<file path="config.mk">
export PLATFORM = sky130hd
export DESIGN_NAME = ext_mem_loader
export DESIGN_NICKNAME = d
export VERILOG_FILES = /design/src/rtl/ext_mem_loader.sv
export SDC_FILE = /design/constraint.sdc
export NUM_CORES = 1
export LEC_CHECK = 0
export BUFFER_PORTS_ARGS = -buffer_cell sky130_fd_sc_hd__buf_2
export CORE_ASPECT_RATIO = 0.5
export CORE_UTILIZATION = 40
export DETAILED_ROUTE_END_ITERATION = 12
export PLACE_DENSITY = 0.67
export SETUP_SLACK_MARGIN = 0.2
export SYNTH_ARGS = -nofsm -noshare
export SYNTH_HDL_FRONTEND = slang
export SYNTH_SLANG_ARGS = --single-unit
</file>
<file path="constraint.sdc">
create_clock -name clk -period 3.6 [get_ports clk]
set_input_delay 0.54 -clock clk [delete_from_list [all_inputs] [get_ports clk]]
set_output_delay 0.54 -clock clk [all_outputs]
set_load 0.1 [all_outputs]
</file>
<file path="src/rtl/ext_mem_loader.sv">
// Host-side loader: streams words into IMEM/DMEM ext ports, dumps DMEM, runs the CPU.
// Optional running checksum of transferred words when LOADER_CHECKSUM_EN is defined.
module ext_mem_loader #(
    parameter int ADDR_W      = 64,
    parameter int LEN_W       = 16,
    parameter int IMEM_STRIDE = 4,
    parameter int DMEM_STRIDE = 8
) (
    input  logic              clk,
    input  logic              arst_n,
    input  logic              cmd_valid,
    output logic              cmd_ready,
    input  logic [1:0]        cmd_op,
    input  logic [ADDR_W-1:0] cmd_addr,
    input  logic [LEN_W-1:0]  cmd_len,
    input  logic              din_valid,
    output logic              din_ready,
    input  logic [63:0]       din_data,
    output logic              dout_valid,
    input  logic              dout_ready,
    output logic [63:0]       dout_data,
    output logic              done,
    output logic              cpu_enable,
    output logic [ADDR_W-1:0] addr_ext,
    output logic              wen_ext,
    output logic [31:0]       wdata_ext,
    output logic [ADDR_W-1:0] addr_ext_2,
    output logic              wen_ext_2,
    output logic              ren_ext_2,
    output logic [63:0]       wdata_ext_2,
    input  logic [63:0]       rdata_ext_2
`ifdef LOADER_CHECKSUM_EN
    ,
    output logic [63:0]       checksum
`endif
);

    typedef enum logic [2:0] {
        S_IDLE,
        S_LOAD,
        S_DUMP_RD,
        S_DUMP_WAIT,
        S_RUN,
        S_DONE
    } state_t;

    localparam logic [1:0] OP_LOAD_I = 2'b00;
    localparam logic [1:0] OP_LOAD_D = 2'b01;
    localparam logic [1:0] OP_DUMP_D = 2'b10;
    localparam logic [1:0] OP_RUN    = 2'b11;

    localparam logic [ADDR_W-1:0] I_STEP = ADDR_W'(IMEM_STRIDE);
    localparam logic [ADDR_W-1:0] D_STEP = ADDR_W'(DMEM_STRIDE);
    localparam logic [LEN_W-1:0]  ONE    = LEN_W'(1);

    state_t            state_q, state_d;
    logic [1:0]        op_q, op_d;
    logic [ADDR_W-1:0] ptr_q, ptr_d;
    logic [LEN_W-1:0]  cnt_q, cnt_d;
    logic [63:0]       dout_q, dout_d;
    logic              hold_q, hold_d;
    logic [63:0]       csum_q, csum_d;

    always_ff @(posedge clk or negedge arst_n) begin
        if (!arst_n) begin
            state_q <= S_IDLE;
            op_q    <= '0;
            ptr_q   <= '0;
            cnt_q   <= '0;
            dout_q  <= '0;
            hold_q  <= 1'b0;
            csum_q  <= '0;
        end else begin
            state_q <= state_d;
            op_q    <= op_d;
            ptr_q   <= ptr_d;
            cnt_q   <= cnt_d;
            dout_q  <= dout_d;
            hold_q  <= hold_d;
            csum_q  <= csum_d;
        end
    end

    always_comb begin
        state_d     = state_q;
        op_d        = op_q;
        ptr_d       = ptr_q;
        cnt_d       = cnt_q;
        dout_d      = dout_q;
        hold_d      = hold_q;
        csum_d      = csum_q;
        cmd_ready   = 1'b0;
        din_ready   = 1'b0;
        dout_valid  = 1'b0;
        dout_data   = '0;
        done        = 1'b0;
        cpu_enable  = 1'b0;
        addr_ext    = '0;
        wen_ext     = 1'b0;
        wdata_ext   = '0;
        addr_ext_2  = '0;
        wen_ext_2   = 1'b0;
        ren_ext_2   = 1'b0;
        wdata_ext_2 = '0;

        unique case (state_q)
            S_IDLE: begin
                cmd_ready = 1'b1;
                if (cmd_valid) begin
                    op_d   = cmd_op;
                    ptr_d  = cmd_addr;
                    cnt_d  = cmd_len;
                    csum_d = '0;
                    if (cmd_len == '0) begin
                        state_d = S_DONE;
                    end else begin
                        unique case (cmd_op)
                            OP_LOAD_I: state_d = S_LOAD;
                            OP_LOAD_D: state_d = S_LOAD;
                            OP_DUMP_D: state_d = S_DUMP_RD;
                            OP_RUN:    state_d = S_RUN;
                            default:   state_d = S_IDLE;
                        endcase
                    end
                end
            end
            S_LOAD: begin
                din_ready = 1'b1;
                if (op_q == OP_LOAD_I) begin
                    addr_ext  = ptr_q;
                    wdata_ext = din_data[31:0];
                    wen_ext   = din_valid;
                end else begin
                    addr_ext_2  = ptr_q;
                    wdata_ext_2 = din_data;
                    wen_ext_2   = din_valid;
                end
                if (din_valid) begin
                    if (op_q == OP_LOAD_I) begin
                        ptr_d  = ptr_q + I_STEP;
                        csum_d = csum_q + {32'b0, din_data[31:0]};
                    end else begin
                        ptr_d  = ptr_q + D_STEP;
                        csum_d = csum_q + din_data;
                    end
                    cnt_d = cnt_q - ONE;
                    if (cnt_q == ONE) state_d = S_DONE;
                end
            end
            S_DUMP_RD: begin
                ren_ext_2  = 1'b1;
                addr_ext_2 = ptr_q;
                hold_d     = 1'b0;
                state_d    = S_DUMP_WAIT;
            end
            S_DUMP_WAIT: begin
                // Read data is live only in the first wait cycle; hold it after that.
                dout_valid = 1'b1;
                dout_data  = hold_q ? dout_q : rdata_ext_2;
                if (!hold_q) begin
                    dout_d = rdata_ext_2;
                    hold_d = 1'b1;
                end
                if (dout_ready) begin
                    hold_d  = 1'b0;
                    ptr_d   = ptr_q + D_STEP;
                    cnt_d   = cnt_q - ONE;
                    csum_d  = csum_q + dout_data;
                    state_d = (cnt_q == ONE) ? S_DONE : S_DUMP_RD;
                end
            end
            S_RUN: begin
                cpu_enable = 1'b1;
                cnt_d      = cnt_q - ONE;
                if (cnt_q == ONE) state_d = S_DONE;
            end
            S_DONE: begin
                done    = 1'b1;
                state_d = S_IDLE;
            end
            default: state_d = S_IDLE;
        endcase
    end

`ifdef LOADER_CHECKSUM_EN
    assign checksum = csum_q;
`else
    logic unused_csum;
    assign unused_csum = ^csum_q;
`endif

endmodule
</file>
== Yosys cells after proc, flatten, opt, wreduce, memory -nomap -nowiden ==
Index checks and enable logic that the tools add are counted.
Word-level totals
  bits in registers: 150
  bits of input ports: 215
  output and inout port bits: 296
  word-level logic and storage cells: 72
Cells by class
  add/subtract/negate cells: 3
  equality and inequality tests: 12
  muxes and demuxes: 39
  reductions and logical operators: 12
Operators with widths (number)
  2-to-1 mux 64 bit: 11
  one-hot mux 64 bit (3 select lines): 1
  one-hot mux 64 bit (2 select lines): 1
  adder 64 x 3 -> 64 bit (second input constant): 1
  adder 64 x 4 -> 64 bit (second input constant): 1
  2-to-1 mux 32 bit: 2
  one-hot mux 16 bit (4 select lines): 1
  2-to-1 mux 16 bit: 3
  2-to-1 mux 3 bit: 6
  equality test 16 x 1 -> 1 bit (second input constant): 1
  logical NOT 16 bit: 1
  subtractor 16 x 1 -> 16 bit (second input constant): 1
  one-hot mux 3 bit (5 select lines): 1
  2-to-1 mux 1 bit: 11
  one-hot mux 3 bit (3 select lines): 1
  AND reduction 4 bit: 2
  equality test 3 x 2 -> 1 bit (second input constant): 2
  equality test 3 bit (second input constant): 2
  inequality test 2 bit (second input constant): 3
  equality test 2 bit (second input constant): 2
  logical NOT 2 bit: 2
  nonzero test 4 bit: 1
  equality test 3 x 1 -> 1 bit (second input constant): 1
  logical NOT 3 bit: 1
  7 further kinds: 7

== Longest topological paths before layout ==
Gate-level depths: netlist of the first run.
  word-level depth: 6
  mapped depth: 10
  depth with buffers taken out: 8

== Least setup slack after synthesis of the first run ==
OpenSTA, ideal clock, no wires.
  kind: reg2reg
  from: register state_q[0]
  to: register op_q[0]
  setup time: 125 ps
  arrival: 3805 ps
  data required time: 3475 ps
  setup slack: -330 ps
  cell stages (with the launch flop): 6
  buffers on the path: 2
  clock period less this slack: 3930 ps
  cell sequence: dfrtp_1 buf_2 clkbuf_1 nor3_1 nand2_1 mux2_2
Between the ends
  word-level cells in the longest chain between the ends: 2
RTL lines
  start: declaration: line 56  | state_t state_q, state_d;
  start signal: assignment: line 74  | state_q <= state_d;
  logical NOT 3 bit: line 106  | unique case (state_q)
  AND reduction 2 bit (no source line)
  end signal: assignment: line 75  | op_q <= op_d;
  end: declaration: line 57  | logic [1:0] op_q, op_d;
Every way passes these cells.
A chain may end at the register's enable or synchronous reset.

== Final worst setup path of the first run ==
  from: register state_q[1]
  to: output wen_ext
Between the ends
  word-level cells in the longest chain between the ends: 2
RTL lines
  equality test 3 x 1 -> 1 bit: line 106
  2-to-1 mux 1 bit: line 106
  end: declaration: line 25  | output logic wen_ext,
Every way passes these cells.

==> results_dict.tcl, run 1 <==
set metrics [dict create \
    status "complete, no violations" \
    cts_buffer_depth 2 \
    place.gp.congestion 0.984 \
    wl_um 55700 \
    async_reset_ff_share_pct 100 \
    synth_area_per_cell_um2 8.03 \
    root_buffer "clkbuf_16" \
    die_y_um 125 \
    worstPathCellList "or3b_1 -> buf_4 -> nor3_1 -> nand2_1 -> inv_1 -> buf_12" \
    track_usage_pct 35.2 \
    fin_nets 2165 \
    syn_inst 1505 \
    postRouteAntennaNets 0 \
    grt_remaining_overflow 0 \
    fin_area_um2 19100 \
    dieArea_um2 31000 \
    drt_iter0_drc 1548 \
    slowest_stage "dfrtp_1" \
    ys_ff_latch 150 \
    synth-seq-area-share_pct 31.1 \
    cts_buffers 17 \
    post-route-min-period_ns 3.28 \
    hold_path.class "in2async" \
    core_area_um2 29300 \
    io_pins 511 \
    vias_per_cell 6.08 \
    fmax_mhz 305 \
    wl_met2_um 26400 \
    fin_skew_ns 0.0132 \
    port_buffers 510 \
    synthFlopType "dfrtp_1" \
    synth_nets 1724 \
    netlist_area_um2 12100 \
    grt_max_degree 91 \
    routed.top_layer "met5" \
    htreeDepth 4 \
    clk-insertion-delay-late_ns 0.46 \
    setup_viol 0 \
    timing.final.ws_setup_ns 0.317 \
    met3_length_um 5570 \
    dp_hpwl_um 41200 \
    yosys-top-cells-area "dfrtp_1 (31%), mux2_2 (6.3%), mux2i_1 (6.1%)" \
    avgRoutedWirePerCell_um 23.7 \
    critPathArrivalTime_ns 2.74 \
    synth_edf_count 0 \
    hold_violations 0 \
    drv_slew 0 \
    crit_fanout 24 \
    final_common_cell "buf_2" \
    synth_largest_area_cell "dfrtp_1" \
    relSlewSlack_pct 34.6 \
    cts_tree "built" \
    clkTransAtPathRegs_ns 0.07 \
    ys_types 82 \
    dieWidth_um 248 \
    floorplan.initialDensity_pct 41.2 \
    cts.sinks 150 \
    postCtsSetupBuffers 0 \
    grt_pass1_wl_um 83100 \
    final_cell_mix "buf_2 (282), buf_12 (232), nor2_1 (154)" \
    grt_pass1_vias 13600 \
    rows 44 \
    critical_path_required_ns 3.06 \
    start_kind "flip-flop" \
    num_vias 14300 \
    fin_crit_sh_pct 91.2 \
    crit_type "reg2out" \
    drive_above_1_share_pct 35.6 \
    tightestPinTransition_ns 0.980 \
    synthToLayoutAreaGrowth_pct 58.0 \
    drc_errors 0 \
    endpoint_kind "output port" \
    place_ws_ns 0.488 \
    rsz0062_at_grt "no" \
    dpl_cell_area_um2 18500 \
    wl_met1_um 20800 \
    dr.pass1.iters 6 \
    post-synth-top-area-fraction_pct 31.1 \
    slowest_delay_ns 0.45 \
    drv_cap 0 \
    antenna_found_initial 3 \
    ys_warn_count 0 \
]
-- per-stage QoR --
stage               util [%]  setup TNS [ns]  instances  hold WS [ns]
CTS                     65.0               0       2349         0.140
detailed placement      63.0               0       2316         0.479
global route            65.1               0       2352         0.168
global placement        63.0               0       2316         0.482
finish                  65.1               0       2352         0.123
floorplan                  -          -14.70       1505         0.244
-- path summary, 6_finish.rpt --
path	slack [ns]	start	cells after the start	endpoint
setup reg to reg	0.60	state_q[1]	8	ptr_q[17]
hold reg to reg	0.49	cnt_q[10]	1	cnt_q[10]
min in group clk	0.32	cmd_addr[1]	3	ptr_q[1]
hold / removal	0.12	arst_n	1	cnt_q[7]
max in group asynchronous	2.65	arst_n	2	ptr_q[30]
setup / recovery	0.32	state_q[1]	6	wen_ext
-- metal layers --
layer	vias up	track usage, %
met3	188	9.05
met4	2	16.6
met1	6817	43.2
met5	-	0
met2	877	57.5
li1	6409	-
-- synth_stat cells, types with 17 or more instances --
library cell	number
a21oi_1	64
and2_1	69
and3_1	109
buf_2	17
clkbuf_1	104
dfrtp_1	150
inv_1	21
mux2_2	68
mux2i_1	74
nand2_1	91
nand3_1	40
nand4_1	37
nor2_1	165
nor2b_1	65
nor3_1	43
nor4_1	31
o21ai_0	92
-- critical path, delay by kind of cell, from the launching register on --
family                 cells  cell delay, ns
buffers and inverters      3            0.62
DFF                        1            0.45
and+or+nand+nor            3            1.20
-- cell families after synthesis --
family / count (synthesis) / synth area share [%]
AO/OA/AOI/OAI: 317 / 17.4
buffers and inverters: 158 / 5.17
adder cells (fa/ha/maj): 4 / 0.414
XOR/XNOR: 13 / 0.942
multiplexers: 142 / 12.5
flip-flops: 150 / 31.1
AND/OR/NAND/NOR: 721 / 32.5
-- flip-flops by register name (all words and copies together) (netlist names) --
signal	flops
cnt_q	16
dout_q	64
hold_q	1
op_q	2
ptr_q	64
state_q	3
-- layout make-up --
type,instances,area [um^2]
Fill cell,2410,10200
Antenna cell,2,5.00
Timing Repair Buffer,555,6380
Sequential cell,150,3760
Inverter,23,86.3
Clock buffer,19,453
Tap cell,391,489
Multi-Input combinational cell,1199,7790
Clock inverter,13,133
-- repair_timing --
item,4_1_cts,5_1_grt
endpoints found under the setup margin,26,52
gates cloned,1,1
hold buffers,0,0
hold endpoints to repair,0,0
resized for setup,1,4
pin swaps,1,1
Power of run 1 is left out: the tool's default activity adds up to more than one toggle a clock period on the data nets, which glitch-free logic cannot reach.
==> inputs of run 2 (changes only) <==
Settings changed: BUFFER_PORTS_ARGS -buffer_cell sky130_fd_sc_hd__buf_2 to -buffer_cell sky130_fd_sc_hd__buf_4, CORE_AREA set to 2 2 200 202, CORE_ASPECT_RATIO 0.5 to unset, CORE_UTILIZATION 40 to unset, DIE_AREA set to 0 0 202 204, PLACE_DENSITY 0.67 to 0.54.
Clock period 3.6 ns to 3.03 ns, I/O delays scaled along.
==> run 2 against run 1 <==
Against the previous run: routed wire length is 13% higher; critical path type unchanged; flip-flop and latch count stayed put; cell area is 5.8% higher; non-clock buffer count is 63 higher; global-route usage is 6.4 points lower; die area is 33% higher; setup slack worse by 0.12 ns; largest cell class unchanged.
==> results_dict.tcl, run 2 (synthesis results as in run 1) <==
set metrics [dict create \
    fin_skew_ns 0.0153 \
    reg2regPathDepth 7 \
    drc_errors 0 \
    grt_max_degree 67 \
    track_usage_pct 28.8 \
    avgRoutedWirePerCell_um 24.7 \
    clk-insertion-delay-late_ns 0.44 \
    dieWidth_um 202 \
    fin_crit_sh_pct 93.4 \
    cts_buffer_depth 2 \
    drt_iter0_drc 1223 \
    io_pins 511 \
    grt_pass1_vias 13700 \
    crit_family "simple AND/OR/NAND/NOR gates" \
    core_area_um2 39200 \
    postRouteAntennaNets 0 \
    relSlewSlack_pct 49.1 \
    r2r-start "ptr_q[4]" \
    final_cell_mix "buf_4 (354), buf_6 (157), dfrtp_1 (148)" \
    vias_per_cell 5.64 \
    dr.pass1.iters 5 \
    grt_remaining_overflow 0 \
    cp-startpoint "state_q[1]" \
    drv_cap 0 \
    fin_area_um2 20200 \
    port_buffers 510 \
    slowest_stage "or3b_4" \
    fin_nets 2227 \
    clkTransAtPathRegs_ns 0.07 \
    worstPathCellList "buf_6 -> or3b_4 -> nor2_4 -> nor2_4 -> clkbuf_16 -> nor2b_4 -> buf_12" \
    worst-r2r-setup-slack_ns 0.34 \
    worst-path-buf-inv 3 \
    crit_end "addr_ext_2[41]" \
    cts_hold_buf 0 \
    final_common_cell "buf_4" \
    cts.sinks 150 \
    hold_violations 0 \
    place_ws_ns 0.216 \
    crit_top_cell "nor2_4" \
    die_y_um 204 \
    post-route-min-period_ns 2.83 \
    antenna_found_initial 5 \
    dp_hpwl_um 46000 \
    hold_path.class "in2async" \
    cp_num_cells 7 \
    start_kind "flip-flop" \
    critical_path_required_ns 2.58 \
    tightestPinTransition_ns 0.762 \
    root_buffer "clkbuf_16" \
    timing.final.ws_setup_ns 0.200 \
    fmax_mhz 353 \
    grt_pass1_wl_um 89700 \
    crit_fanout 21 \
    floorplan.initialDensity_pct 30.8 \
    slowest_delay_ns 0.43 \
    rsz0062_at_grt "yes" \
    cts_buffers 17 \
    place.gp.congestion 0.989 \
    htreeDepth 4 \
    drive_above_1_share_pct 51.3 \
    final.setup.tns_ns 0 \
    crit_type "reg2out" \
    setup_viol 0 \
    status "complete, no violations" \
    drv_slew 0 \
    endpoint_kind "output port" \
    cts_tree "built" \
    dieArea_um2 41200 \
    critPathArrivalTime_ns 2.38 \
    final_core_util_pct 51.5 \
    num_vias 14400 \
    synthToLayoutAreaGrowth_pct 67.1 \
    reg_top3 "dout_q: 64 flops, ptr_q: 64 flops, cnt_q: 16 flops" \
    rows 73 \
    rr_endpoint "ptr_q[51]" \
    dpl_cell_area_um2 17600 \
    wl_um 62900 \
]
[run 2: changes by cell type in the layout (fill, tap and decap cells not counted), sizes merged]
cell    before  now
bufinv       1    2
buf        555  616
nand2       93   94
clkbuf      19   22
diode        2    4
inv         31   25
clkinv       3    7
nor2       167  165
[run 2: worst reg2reg max path: stages (launching register included)]
cell	delay, ns
dfrtp_1	0.49
ha_1	0.26
nand3_1	0.24
nor3_2	0.40
nand3_2	0.31
or3_1	0.47
o31ai_1	0.25
a22o_1	0.20
[run 2: final cells by class]
type	instances	area [um^2]
diodes	4	10.0
clock buffers	20	467
clock inverters	12	143
fillers	3658	19000
inverters	23	98.8
multi-input cells	1198	8640
flip-flops and latches	150	3760
well taps	525	657
repair buffers	618	6420
[run 2: worst min path at each step]
stage / startpoint / end
floorplan: arst_n / cnt_q[0]
global placement: cnt_q[10] / cnt_q[10]
detailed placement: cnt_q[10] / cnt_q[10]
CTS: arst_n / dout_q[30]
global route: arst_n / dout_q[30]
finish: arst_n / dout_q[30]
[run 2: what timing repair did]
| item | 4_1_cts | 5_1_grt |
|---|---|---|
| gates resized for setup | 212 | 234 |
| gates cloned | 3 | 2 |
| pin swaps | 3 | 5 |
| endpoints found under the setup margin | 256 | 281 |
| setup buffers | 4 | 7 |
[run 2: per-layer routing]
| metal | GRT usage, % | part of all wire, % |
|---|---|---|
| met5 | 0 | 0.076 |
| met4 | 6.80 | 1.9 |
| met3 | 8.18 | 9.4 |
| met2 | 46.4 | 48 |
| met1 | 38.1 | 41 |
[run 2: metrics by stage]
step / instances / hold slack, ns
CTS: 2537 / 0.0404
global placement: 2498 / 0.481
detailed placement: 2498 / 0.479
finish: 2550 / 0.0104
floorplan: 1505 / 0.159
global route: 2546 / 0.0525
Power of run 2 is left out for the same reason.
==> inputs of run 3 (changes only) <==
Settings changed: BUFFER_PORTS_ARGS -buffer_cell sky130_fd_sc_hd__buf_4 to -buffer_cell sky130_fd_sc_hd__clkbuf_2, CTS_CLUSTER_SIZE set to 20.
==> run 3 against run 2 <==
Against the previous run: flip-flop and latch count did not move; non-clock buffer count fell by 26; die area did not move; highest routed layer unchanged; fmax rose by 2.8%; setup slack improved by 0.078 ns; largest cell class unchanged; global-route usage fell by 0.63 points; cell area rose by 5.5%.
==> results_dict.tcl, run 3 (synthesis results as in run 1) <==
set metrics [dict create \
    slowest_stage "or3b_4" \
    drv_cap 0 \
    final_core_util_pct 54.4 \
    start_kind "flip-flop" \
    wl_um 60200 \
    fillCellCount 3471 \
    whs_ns 0.245 \
    port_buffers 510 \
    cts_buffers 17 \
    hold_depth 3 \
    worst-path-buf-inv 3 \
    grt_max_degree 67 \
    rsz0062_at_grt "yes" \
    dpl_cell_area_um2 20600 \
    antenna_found_initial 5 \
    post-route-min-period_ns 2.75 \
    postRouteAntennaNets 0 \
    hp-start "cmd_addr[0]" \
    grt_pass1_wl_um 88800 \
    cts.sinks 150 \
    final_cell_mix "buf_12 (298), clkbuf_2 (216), dfrtp_1 (149)" \
    clkTransAtPathRegs_ns 0.07 \
    drive_above_1_share_pct 49.8 \
    core_area_um2 39200 \
    crit_family "simple AND/OR/NAND/NOR gates" \
    slowest_delay_ns 0.45 \
    clk-insertion-delay-late_ns 0.43 \
    fin_skew_ns 0.0129 \
    crit_type "reg2out" \
    rr_endpoint "ptr_q[36]" \
    dr.pass1.iters 6 \
    reg2regPathDepth 8 \
    io_pins 511 \
    status "complete, no violations" \
    critical_path_required_ns 2.58 \
    final.setup.tns_ns 0 \
    crit_fanout 26 \
    seq_area_um2 3760 \
    track_usage_pct 28.2 \
    fin_area_um2 21300 \
    critPathArrivalTime_ns 2.30 \
    fin_crit_sh_pct 90.8 \
    floorplan.initialDensity_pct 30.8 \
    dieArea_um2 41200 \
    num_vias 14300 \
    cts_buffer_depth 2 \
    dp_hpwl_um 46200 \
    reg_top3 "dout_q: 64 flops, ptr_q: 64 flops, cnt_q: 16 flops" \
    fin_nets 2200 \
    final_common_cell "buf_12" \
    dieWidth_um 202 \
    setup_viol 0 \
    fmax_mhz 363 \
    grt_remaining_overflow 0 \
    synthToLayoutAreaGrowth_pct 76.2 \
    hold_violations 0 \
    grt_pass1_vias 13800 \
    hold_end "ptr_q[0]" \
    root_buffer "clkbuf_16" \
    multi_input_area_um2 8540 \
    htreeDepth 4 \
    worstPathCellList "or3b_4 -> nor2_4 -> nor2_4 -> buf_4 -> buf_12 -> nor2_1 -> buf_12" \
    drt_iter0_drc 1605 \
    cts_tree "built" \
    place.gp.congestion 0.993 \
    drv_slew 0 \
    vias_per_cell 5.66 \
    avgRoutedWirePerCell_um 23.9 \
    worst-r2r-setup-slack_ns 0.32 \
    r2r-start "ptr_q[3]" \
    hold_path.class "in2reg" \
    relSlewSlack_pct 25.8 \
    endpoint_kind "output port" \
    rows 73 \
    tightestPinTransition_ns 1.11 \
    drc_errors 0 \
    die_y_um 204 \
]
[run 3: cell count changes in the layout (fill, tap and decap cells not counted), sizes merged]
cell | previous run | this run
bufinv | 2 | 0
clkinvlp | 1 | 2
buf | 616 | 374
dlygate4sd3 | 0 | 1
clkbuf | 22 | 236
inv | 25 | 27
nand2 | 94 | 93
[run 3: worst max path at each step]
stage	depth (start not counted)	endpoint	slack [ns]	start
finish	7	addr_ext_2[44]	0.28	state_q[2]
global route	4	addr_ext[41]	0.19	op_q[1]
CTS	7	addr_ext_2[51]	0.13	state_q[1]
detailed placement	7	ptr_q[36]	0.39	ptr_q[3]
global placement	6	wen_ext	0.42	state_q[2]
floorplan	6	addr_ext_2[10]	-0.28	state_q[1]
[run 3: tightest hold or removal path, cell delays in order]
cell and delay [ns]:
clkbuf_2 0.08, nand2_1 0.04, o21ai_0 0.06
[run 3: final cells by class]
cell class | count | area share [%]
clock inverter | 13 | 0.535
inverter | 23 | 0.411
clock buffer | 19 | 2.13
multi-input combinational | 1197 | 40.1
antenna | 4 | 0.0470
timing repair buffer | 592 | 36.1
sequential | 150 | 17.6
tap | 525 | 3.08
[run 3: repair_timing]
item                                    4_1_cts  5_1_grt
buffers inserted                              0        4
pin swaps                                     0        2
resized for setup                             5       18
gates cloned                                  0        1
endpoints found under the hold margin        33        0
hold buffers                                  1        0
endpoints found under the setup margin      109      180
[run 3: per-stage QoR]
| step | setup WS, ns | cells |
|---|---|---|
| 3_5_place_dp | 0.386 | 2481 |
| 3_3_place_gp | 0.422 | 2481 |
| 4_1_cts | 0.127 | 2514 |
| 6_report | 0.278 | 2523 |
| 2_1_floorplan | -0.284 | 1505 |
| 5_1_grt | 0.190 | 2522 |
[run 3: layer usage]
layer | vias up | track usage, % | wire length (um)
met1 | 6915 | 37.5 | 25000
met5 | - | 0 | 16
met2 | 788 | 45.3 | 28300
met4 | 2 | 7.96 | 1440
met3 | 97 | 6.82 | 5500
li1 | 6481 | - | -
Power of run 3 is left out for the same reason.
